--- src/rtl/ternary_pkg.sv ---
// Shared types and constants for the ternary sampling path.
package ternary_pkg;

  localparam int N_HRSS   = 701;
  localparam int NIBBLE_W = 4;

  typedef enum logic [1:0] {
    IDLE = 2'd0,
    RUN  = 2'd1,
    DONE = 2'd2
  } ser_state_t;

endpackage

--- src/rtl/mux_i4_o1.sv ---
// 4:1 bit-select mux: picks one bit of a nibble by a 2-bit index.
module mux_i4_o1
  import ternary_pkg::*;
(
  input  logic [NIBBLE_W-1:0] a,
  input  logic [1:0]          sel,
  output logic                y
);

  assign y = a[sel];

endmodule

--- src/rtl/ternary_nibble_serializer.sv ---
// Buffers up to two nibbles and emits them LSB first, one bit per cycle,
// framing NUM_NIBBLES nibbles per polynomial with last/done markers.
module ternary_nibble_serializer
  import ternary_pkg::*;
#(
  parameter  int NUM_NIBBLES = 176,
  localparam int CNT_W       = $clog2(NUM_NIBBLES + 1)
) (
  input  logic       clk,
  input  logic       rst,
  input  logic       start,
  input  logic       in_valid,
  output logic       in_ready,
  input  logic [3:0] in_nibble,
  output logic       out_valid,
  input  logic       out_ready,
  output logic       out_bit,
  output logic [1:0] out_sel,
  output logic       out_last,
  output logic       done,
  output logic       busy
);

  localparam logic [CNT_W-1:0] ACC_MAX  = CNT_W'(NUM_NIBBLES);
  localparam logic [CNT_W-1:0] LAST_IDX = CNT_W'(NUM_NIBBLES - 1);

  ser_state_t            state, state_nxt;
  logic [NIBBLE_W-1:0]   head, spare;
  logic                  head_full, spare_full;
  logic [1:0]            sel;
  logic [CNT_W-1:0]      acc_cnt, emit_cnt;
  logic                  accept, xfer, retire, mux_bit;

  assign in_ready  = (state == RUN) && !spare_full && (acc_cnt < ACC_MAX);
  assign accept    = in_valid & in_ready;
  assign out_valid = head_full;
  assign xfer      = out_valid & out_ready;
  assign retire    = xfer & (sel == 2'd3);
  assign out_last  = out_valid & (sel == 2'd3) & (emit_cnt == LAST_IDX);
  assign out_sel   = sel;
  assign out_bit   = mux_bit;

  mux_i4_o1 u_mux (
    .a   (head),
    .sel (sel),
    .y   (mux_bit)
  );

  always_ff @(posedge clk or posedge rst) begin
    if (rst) begin
      state <= IDLE;
    end else begin
      state <= state_nxt;
    end
  end

  always_comb begin
    state_nxt = state;
    done      = 1'b0;
    busy      = 1'b1;
    case (state)
      IDLE: begin
        busy = 1'b0;
        if (start) state_nxt = RUN;
      end
      RUN: begin
        if (xfer && out_last) state_nxt = DONE;
      end
      DONE: begin
        done      = 1'b1;
        state_nxt = IDLE;
      end
      default: state_nxt = IDLE;
    endcase
  end

  // Head always feeds the mux; spare only fills while head is occupied.
  always_ff @(posedge clk or posedge rst) begin
    if (rst) begin
      head       <= '0;
      spare      <= '0;
      head_full  <= 1'b0;
      spare_full <= 1'b0;
      sel        <= 2'd0;
      acc_cnt    <= '0;
      emit_cnt   <= '0;
    end else if (state == IDLE) begin
      if (start) begin
        head_full  <= 1'b0;
        spare_full <= 1'b0;
        sel        <= 2'd0;
        acc_cnt    <= '0;
        emit_cnt   <= '0;
      end
    end else if (state == RUN) begin
      if (accept) acc_cnt <= acc_cnt + CNT_W'(1);
      if (xfer)   sel     <= sel + 2'd1;
      if (retire) emit_cnt <= emit_cnt + CNT_W'(1);

      if (accept && !head_full) begin
        head      <= in_nibble;
        head_full <= 1'b1;
      end else if (retire) begin
        // in_ready excludes a full spare, so accept and spare refill never collide.
        if (spare_full) begin
          head       <= spare;
          spare_full <= 1'b0;
        end else if (accept) begin
          head <= in_nibble;
        end else begin
          head_full <= 1'b0;
        end
      end else if (accept) begin
        spare      <= in_nibble;
        spare_full <= 1'b1;
      end
    end
  end

endmodule

--- config.mk ---
export PLATFORM = sky130hd
export DESIGN_NAME = ternary_nibble_serializer
export DESIGN_NICKNAME = d
export VERILOG_FILES = /design/src/rtl/ternary_pkg.sv /design/src/rtl/mux_i4_o1.sv /design/src/rtl/ternary_nibble_serializer.sv
export SDC_FILE = /design/constraint.sdc
export NUM_CORES = 1
export LEC_CHECK = 0
export CAP_MARGIN = 20
export CELL_PAD_IN_SITES_DETAIL_PLACEMENT = 0
export CELL_PAD_IN_SITES_GLOBAL_PLACEMENT = 1
export CORE_MARGIN = 2
export CORE_UTILIZATION = 44
export DETAILED_ROUTE_END_ITERATION = 16
export DONT_BUFFER_PORTS = 1
export PLACE_DENSITY_LB_ADDON = 0.1
export SYNTH_ARGS = -nofsm -noshare
export SYNTH_HDL_FRONTEND = slang
export SYNTH_SLANG_ARGS = --single-unit
--- constraint.sdc ---
create_clock -name clk -period 1.6 [get_ports clk]
set_input_delay 0.16 -clock clk [delete_from_list [all_inputs] [get_ports clk]]
set_output_delay 0.16 -clock clk [all_outputs]
set_load 0.05 [all_outputs]
==> impl_metrics.ini <==
[setup_path]
rr_worst_depth = 4
cp_data_arrival_time_ns = 1.59
crit_family = simple AND/OR/NAND/NOR gates
reg2reg_slack_ns = 0.01
worstPathRequired_ns = 1.44
crit_buf_inv = 1
worstPathMaxFanout = 5
crit_type = flop to output port
r2r_end = acc_cnt[4]
cp-end-kind = output port
crit_chain = ha_4, nand4b_1, or3_4, clkinvlp_4
critical_path.slowest_cell = dfrtp_2
regToRegStartpoint = state[1]
cpPeakStageDelay_ns = 0.40
start_kind = flop

[run_status]
status = finished, violations left
violations = negative setup slack

[global_route]
grt_max_degree = 31
grt_usage_pct = 19.62
antenna_found_initial = 0
grt_pass1_wl_mm = 6.237
grt-ovfl-total = 0
first_global_vias = 1321

[sta]
rsz0062_at_grt = true
hold_viol = 0
slew_headroom_pct = 62.60
slew_violations = 0
hold-worst-slack_ns = 0.02365
finalCriticalPeriod_ns = 1.746
worst_pin_slew_ns = 0.5586
tns_ns = -0.2379
fin_skew_ns = 0.005959
fin_crit_sh_pct = 109.1
setup-violations-final = 2
setup_ws_ns = -0.1460
clock.fmax_ghz = 0.5728

[cts]
clk_pin_slew_ns = 0.07
clockBufferDepth = 2
numClockSinks = 30
cts_root_buf = clkbuf_8
htree_levels = 2
cts_tree = done
insertion_delay_ns = 0.28
cts_buffers = 5

[detailed_routing]
first_pass_iters = 4
ant_nets = 0
drt-vias-per-instance = 5.556
drc_errors = 0
drt_iter0_markers = 48
routedWlPerCell_um = 15.26
wl_mm = 3.646
vias = 1328

[logic_synthesis]
synth_edf_count = 0
synth-seq-cells = 30
synth-seq-area-share_pct = 45.98
yosysTopAreaCell = dfrtp_1
synth.top_cell.area_share_pct = 45.98
syn-cell-area_um2 = 1633
syn_nets = 174
synthTopCellsByArea = dfrtp_1 46%, a2111oi_2 3.7%, mux2_2 3.4%, nand2_1 3.2%, nand3_1 3.1%
syn_inst = 162
ys_types = 40
async_flop_share_pct = 100.0
avgSynthCellArea_um2 = 10.08
synth_common_cells = 30 x dfrtp_1, 14 x nand2_1, 12 x inv_1, 10 x nand3_1, 10 x nor2_1
yosys_most_used_dff = dfrtp_1
yosys_warnings = 0
synth.most_common_cell = dfrtp_1

[pwr]
finalPower_mw = 3.419
p_per_area_nw_per_um2 = 1695
ir_drop_uv = 680.7
leakage_nw = 0.8549

[floorplanning]
core_um2 = 3606
ios = 17
die_x_um = 64.92
rows = 22
initial_core_util_pct = 45.28
die_area_um2 = 4214
die_h_um = 64.92

[finish]
drive_above_1_share_pct = 29.84
stdcell_area_um2 = 2017
antenna_cells = 0
area_growth_pct = 23.52
nets = 202
utilization_pct = 55.93
layout.cells.non_filler = 239

[min_path]
min_from = in_nibble[0]
min_path_cells = 1
worstHoldPathType = primary input to flop
whs_endpoint = spare[0]

[placement]
place_ws_ns = 0.05655
dp_hpwl_mm = 2.691
placed_area_um2 = 1858
port_buffers = 0
placedCellCount = 226
place_congestion = 0.8119

[flow_run]
cap_viol_max_count = 0
-- power by group --
group | internal, mW | leakage, nW | total, mW | switching (mW)
Combinational | 0.629 | 0.444 | 1.50 | 0.871
Sequential | 1.04 | 0.363 | 1.29 | 0.247
Clock | 0.346 | 0.0482 | 0.632 | 0.285
Total | 2.02 | 0.855 | 3.42 | 1.40
-- layer usage --
layer,global-route usage [%],vias to the layer above,share of wire [%]
li1,-,649,-
met1,24.75,648,45
met2,31.70,24,49
met3,6.076,7,4.6
met4,6.915,0,1.5
met5,0,-,0
-- area by class of cell --
type / instances / area, µm²
inverters: 12 / 48.80
repair buffers: 25 / 197.7
multi-input cells: 116 / 864.6
fillers: 321 / 1589
flip-flops and latches: 30 / 754.5
clock buffers: 7 / 86.33
clock inverters: 1 / 5.005
well taps: 48 / 60.06
-- cells in the final DEF (no fill, tap or decap), types with 2 or more instances in the layout --
master and instances:
a21oi_2 3, or3_1 4, mux2_2 5, mux2i_1 4
nand4_1 2, o21ai_1 2, o31ai_1 2, nand3_1 10
a31oi_1 2, nand2b_1 2, dfrtp_1 27, dfrtp_2 3
a2111oi_2 4, nor2_1 10, xnor2_1 5, buf_4 23
nor2b_1 2, a21boi_1 2, and2_1 2, o22ai_1 2
o32ai_1 2, o21a_1 3, o21ai_0 7, nand2_1 14
a21oi_1 5, ha_1 2, clkbuf_8 6, inv_1 11
-- worst max-delay path by stage --
stage | startpoint | end | slack [ns] | cells past startpoint
after CTS | out_sel[0] | out_last | -0.14 | 4
after global routing | emit_cnt[1] | out_last | -0.19 | 4
after detailed placement | spare_full | acc_cnt[3] | 0.06 | 4
after global placement | state[0] | emit_cnt[4] | 0.08 | 4
after floorplan | out_sel[0] | emit_cnt[7] | -0.00006 | 5
final | out_sel[0] | out_last | -0.15 | 4
-- registers in the layout, summed over array words and instances, names as in the netlist --
register and flops:
acc_cnt 8, emit_cnt 8, head 4, spare 4, out_sel 2, state 2, out_valid 1, spare_full 1
-- logic make-up (layout without fill, tap and decap cells) --
family	after synthesis	in the layout	synth area share, %
compound gates	42	42	18.70
xor+xnor	5	5	2.682
fa+ha+maj	3	3	2.299
buf+inv	16	45	4.367
flops	30	30	45.98
mux	10	10	7.279
simple gates	56	56	18.70
-- repair_timing --
action,4_1_cts,5_1_grt
gates resized for setup,1,8
buffers inserted,2,2
cloned,0,0
setup endpoints to repair,2,11
pin swaps,2,6
hold endpoints to repair,30,0
hold buffers,1,0
Note: power is estimated with default switching activity, not from simulation.
